File: config.mk
export PLATFORM = sky130hd
export DESIGN_NAME = tdm_demux_four
export DESIGN_NICKNAME = d
export VERILOG_FILES = /design/src/rtl/tdm_demux_four.sv
export SDC_FILE = /design/constraint.sdc
export NUM_CORES = 1
export LEC_CHECK = 0
export CAP_MARGIN = 20
export CORE_ASPECT_RATIO = 0.6
export CORE_MARGIN = 2
export CORE_UTILIZATION = 51
export CTS_CLUSTER_DIAMETER = 100
export DETAILED_ROUTE_END_ITERATION = 8
export GPL_TIMING_DRIVEN = 0
export HOLD_SLACK_MARGIN = 0.12
export PLACE_DENSITY = 0.82
export SLEW_MARGIN = 10
export SYNTH_ARGS = -nofsm -noshare
export SYNTH_HDL_FRONTEND = slang
export SYNTH_SLANG_ARGS = --single-unit
File: constraint.sdc
create_clock -name clk -period 3.45 [get_ports clk]
set_input_delay 1.035 -clock clk [delete_from_list [all_inputs] [get_ports clk]]
set_output_delay 1.035 -clock clk [all_outputs]
set_load 0.01 [all_outputs]
File: src/rtl/tdm_demux_four.sv
// rtl/tdm_demux_four.sv - four-slot TDM receiver: frame alignment, slot demux, coherent frame publish
module tdm_demux_four #(
  parameter int WIDTH = 8
) (
  input  logic             clk,
  input  logic             rst,
  input  logic             in_valid,
  input  logic             in_sync,
  input  logic [WIDTH-1:0] in_data,
  output logic [WIDTH-1:0] Q0,
  output logic [WIDTH-1:0] Q1,
  output logic [WIDTH-1:0] Q2,
  output logic [WIDTH-1:0] Q3,
  output logic             frame_valid,
  output logic             locked,
  output logic [1:0]       slot,
  output logic             sync_err
);

  typedef enum logic {HUNT = 1'b0, LOCKED = 1'b1} state_t;

  state_t           state, state_d;
  logic [1:0]       slot_d;
  logic [WIDTH-1:0] sh0, sh1, sh2;
  logic [WIDTH-1:0] sh0_d, sh1_d, sh2_d;
  logic [WIDTH-1:0] q0_d, q1_d, q2_d, q3_d;
  logic             fv_d, se_d;

  always_ff @(posedge clk or posedge rst) begin
    if (rst) begin
      state       <= HUNT;
      slot        <= 2'd0;
      sh0         <= '0;
      sh1         <= '0;
      sh2         <= '0;
      Q0          <= '0;
      Q1          <= '0;
      Q2          <= '0;
      Q3          <= '0;
      frame_valid <= 1'b0;
      sync_err    <= 1'b0;
    end else begin
      state       <= state_d;
      slot        <= slot_d;
      sh0         <= sh0_d;
      sh1         <= sh1_d;
      sh2         <= sh2_d;
      Q0          <= q0_d;
      Q1          <= q1_d;
      Q2          <= q2_d;
      Q3          <= q3_d;
      frame_valid <= fv_d;
      sync_err    <= se_d;
    end
  end

  always_comb begin
    state_d = state;
    slot_d  = slot;
    sh0_d   = sh0;
    sh1_d   = sh1;
    sh2_d   = sh2;
    q0_d    = Q0;
    q1_d    = Q1;
    q2_d    = Q2;
    q3_d    = Q3;
    fv_d    = 1'b0;
    se_d    = 1'b0;
    if (in_valid) begin
      case (state)
        HUNT: begin
          if (in_sync) begin
            sh0_d   = in_data;
            slot_d  = 2'd1;
            state_d = LOCKED;
          end
        end
        LOCKED: begin
          if (in_sync) begin
            // An early sync restarts the frame on this beat rather than dropping lock
            se_d   = (slot != 2'd0);
            sh0_d  = in_data;
            slot_d = 2'd1;
          end else begin
            case (slot)
              2'd0: begin
                se_d    = 1'b1;
                state_d = HUNT;
                slot_d  = 2'd0;
              end
              2'd1: begin
                sh1_d  = in_data;
                slot_d = 2'd2;
              end
              2'd2: begin
                sh2_d  = in_data;
                slot_d = 2'd3;
              end
              default: begin
                q0_d   = sh0;
                q1_d   = sh1;
                q2_d   = sh2;
                q3_d   = in_data;
                fv_d   = 1'b1;
                slot_d = 2'd0;
              end
            endcase
          end
        end
        default: state_d = HUNT;
      endcase
    end
  end

  assign locked = (state == LOCKED);

endmodule

Yosys cells after proc, flatten, opt, wreduce, memory -nomap -nowiden
Index checks and enable logic that the tools add are counted.
Operators by class
  bitwise gates (word level): 3
  equality and inequality tests: 3
  mux-type cells: 17
  reduce and logical (&&, ||, !) cells: 8
Operators with widths (number)
  AND reduction 4 bit: 3
  two-way mux 1 bit: 11
  two-way mux 8 bit: 1
  case mux 2 bit (2 select lines): 2
  two-way mux 2 bit: 2
  AND reduction 2 bit: 2
  inverter 1 bit: 3
  OR reduction 3 bit: 1
  == test 2 x 1 -> 1 bit, second input constant: 1
  == test 2 bit, second input constant: 1
  logical NOT 2 bit: 1
  != test 2 bit, second input constant: 1
  case mux 1 bit (2 select lines): 1
  nonzero test 2 bit: 1
Word-level totals
  output and inout bits: 37
  flip-flop bits (word level): 61

Depth between registers and ports, before layout
  depth after elaboration: 6
  mapped depth: 4
  depth with buffers taken out: 4

Worst setup path before layout
No wires, ideal clock.
  path type: input-to-reg
  from: input port in_sync
  to: register Q0[5]
  slack: 1.460 ns
  required time: 3.325 ns
  stages on the path: 4
  data arrival time: 1.865 ns
  path buffers: 2
  cell sequence: buf_2 nand4b_4 buf_6 mux2_4
On the way
  longest elaborated chain between the ends: 2
RTL lines
  start: declaration: RTL line 8  | input logic in_sync,
  inverter 1 bit (no line)
  AND reduction 4 bit (no line)
  end signal: assignment: RTL line 48  | Q0 <= q0_d;
  end: declaration: RTL line 10  | output logic [WIDTH-1:0] Q0,
Every way passes these cells.
A chain may end at the register's enable or synchronous reset.

Worst setup path in the final report
  from: register slot[0]
  to: output port slot[0]
RTL lines
  start: declaration: RTL line 16  | output logic [1:0] slot,
  start signal: assignment: RTL line 44  | slot <= slot_d;
No word-level cell between the ends.

==> impl_metrics.yaml <==
critical_path:
  cp-end-kind: "output pin"
  slowest_delay_ns: 0.61
  cp_num_buf_inv: 1
  critical_path_class: "reg -> out"
  worstPathRequired_ns: 2.41
  crit_path_start_kind: "register"
  critPathMaxFanout: 6
  slowest_stage: "clkdlybuf4s50_1"
  path_delay_family: "buffers and inverters"
  worstPathCellList: "clkdlybuf4s50_1"
  ff2ff_setup_slack_ns: 1.81
  worstPathArrival_ns: 1.38
yosys:
  syn_avg_cell_area_um2: 17.1
  synth-seq-cells: 61
  synth_area_um2: 2510
  seq_area_frac_synth_pct: 60.7
  synth_top_family_by_area: "multiplexers"
  syn-num-nets: 164
  synth_fa_ha_area_share_pct: 2.49
  synth-simple-area-share_pct: 3.33
  synthArstFlopShare_pct: 100
  muxShareOfSynthArea_pct: 29.4
  syn_inst: 147
  synth_xor_xnor_area_share_pct: 0
  synth-edff-count: 0
  synth_compound_area_share_pct: 1.39
  synth_flop_cell: "dfrtp_1"
  ys_types: 19
  yosysWarnings: 0
detailed_routing:
  drcViolationCount: 0
  vias_per_cell: 5.21
  routed_wl_mm: 4.89
  drtPass1Iterations: 4
  ant_nets: 0
  routedWlPerCell_um: 17.9
  first_iter_violations: 37
  vias: 1422
run:
  max_cap_violations: 0
sta:
  setup_violations: 0
  fmax_ghz: 0.414
  final-max-slew-violation-count: 0
  fin_crit_sh_pct: 70.1
  skew_ns: 0.00441
  relSlewSlack_pct: 69.7
  tns_ns: 0
  hold_viol: 0
  rsz0062_at_grt: "false"
  fin_crit_ns: 2.42
  layout_setup_ws_ns: 1.03
  tightest_slew_ns: 0.453
die:
  fp.dieW_um: 94.7
  die_h_um: 58.4
  pin_count: 49
  core_area_um2: 4660
  die_area_um2: 5530
  start_util_pct: 54.0
  rows: 19
global_route:
  grt_max_degree: 43
  grt_pass1_wl_mm: 8.17
  antenna_found_initial: 0
  grtUsageTotal_pct: 20.7
  grt-ovfl-total: 0
  grt_pass1_vias: 1587
clock_network:
  cts_buffer_depth: 2
  clkTransAtPathRegs_ns: 0.06
  clock_latency_ns: 0.33
  cts_tree: "yes"
  cts_htree_levels: 3
  cts_resized: 0
  cts-buffers-inserted: 9
  clkSinkCount: 61
  hold_buffers: 0
  post_cts.repair.setup_buffers: 0
  clockRootBuffer: "clkbuf_8"
placed_design:
  place_hpwl_mm: 3.34
  place_congestion: 0.755
  dp_slack_ns: 1.26
  io_buffers: 46
finish:
  drive_gt1_share_pct: 39.5
  syn_to_final_growth_pct: 31.2
  nFillCells: 309
  n_antenna_cell: 0
  multi_input_area_um2: 921
  layout_commonest_cell: "dfrtp_1"
  mostFrequentLayoutCells: "dfrtp_1 (61), clkdlybuf4s50_1 (46), mux2_4 (29)"
  seq_area_um2: 1530
  layout.nets: 222
worst_hold_path:
  hp-class: "reg -> reg"
outcome:
  status: "finished, final reports clean"
power_and_ir_drop:
  p_per_area_nw_per_um2: 910
  p_leak_nw: 1.60
  ir_worst_vdd_mv: 0.426
==> power by group <==
group	switching (W)	internal, W	leakage [nW]	total [W]
sequential	0.000183	0.00102	0.759	0.00121
clock	0.000266	0.000444	0.116	0.000709
combinational	0.000368	0.000718	0.724	0.00109
total	0.000816	0.00219	1.60	0.00300
==> layout make-up <==
class | instances | share of cell area (%)
sequential | 61 | 46.3
multi-input combinational | 75 | 27.9
timing repair buffer | 47 | 14.6
clock buffer | 12 | 4.70
tap | 63 | 2.39
clock inverter | 4 | 2.12
buffer | 6 | 1.48
inverter | 5 | 0.569
==> routing by layer <==
layer | share of wire (%) | wire [um] | vias up | track usage (%)
met5 | 0 | 0 | - | 0
met4 | 1.8 | 86 | 0 | 9.32
met3 | 6.9 | 337 | 10 | 10.4
met2 | 46 | 2260 | 49 | 29.9
met1 | 45 | 2210 | 725 | 26.5
li1 | - | - | 638 | -
==> Yosys cell counts (2+ instances only) <==
cell | n | area (um^2)
mux2_4 | 29 | 435
buf_6 | 3 | 33.8
nand2_1 | 2 | 7.51
mux2_2 | 27 | 304
dfrtp_1 | 61 | 1530
inv_1 | 5 | 18.8
buf_2 | 3 | 15.0
nand4b_2 | 2 | 30.0
ha_1 | 5 | 62.6
==> flip-flops by register name (all words and copies together), names as in the netlist <==
signal / cells
Q0: 8
slot: 2
Q3: 8
sh0: 8
sync_err: 1
Q2: 8
sh2: 8
Q1: 8
locked: 1
frame_valid: 1
sh1: 8
==> cell families (layout without fill, tap and decap cells) <==
| kind of cell | Yosys count | in the layout |
|---|---|---|
| adders and majority gates | 5 | 5 |
| and+or+nand+nor | 9 | 9 |
| muxes | 56 | 56 |
| DFF | 61 | 61 |
| buffers and inverters | 11 | 74 |
| AOI/OAI and AO/OA | 5 | 5 |
==> final timing paths <==
| check | start | to | cells after the start |
|---|---|---|---|
| hold / removal | sh0[4]$_DFFE_PP0P_ | Q0[4]$_DFFE_PP0P_ | 1 |
| min in group asynchronous | rst | Q1[6]$_DFFE_PP0P_ | 2 |
| hold reg to reg | sh0[4]$_DFFE_PP0P_ | Q0[4]$_DFFE_PP0P_ | 1 |
| setup reg to reg | slot[0]$_DFFE_PP0P_ | sh2[1]$_DFFE_PP0P_ | 4 |
| setup / recovery | slot[0]$_DFFE_PP0P_ | slot[0] | 1 |
| max in group asynchronous | rst | sh1[4]$_DFFE_PP0P_ | 3 |
==> through the flow <==
step                util (%)  cell area, um^2  total power [W]  hold slack, ns  std cells
floorplan                  -             2510          0.00177           0.475        147
global placement        65.5             3050          0.00225           0.483        256
detailed placement      66.0             3070          0.00231           0.492        257
CTS                     70.8             3300          0.00303           0.504        273
global route            70.8             3300          0.00317           0.519        273
finish                  70.8             3300          0.00300           0.503        273
Note: power is estimated with default switching activity, not from simulation.
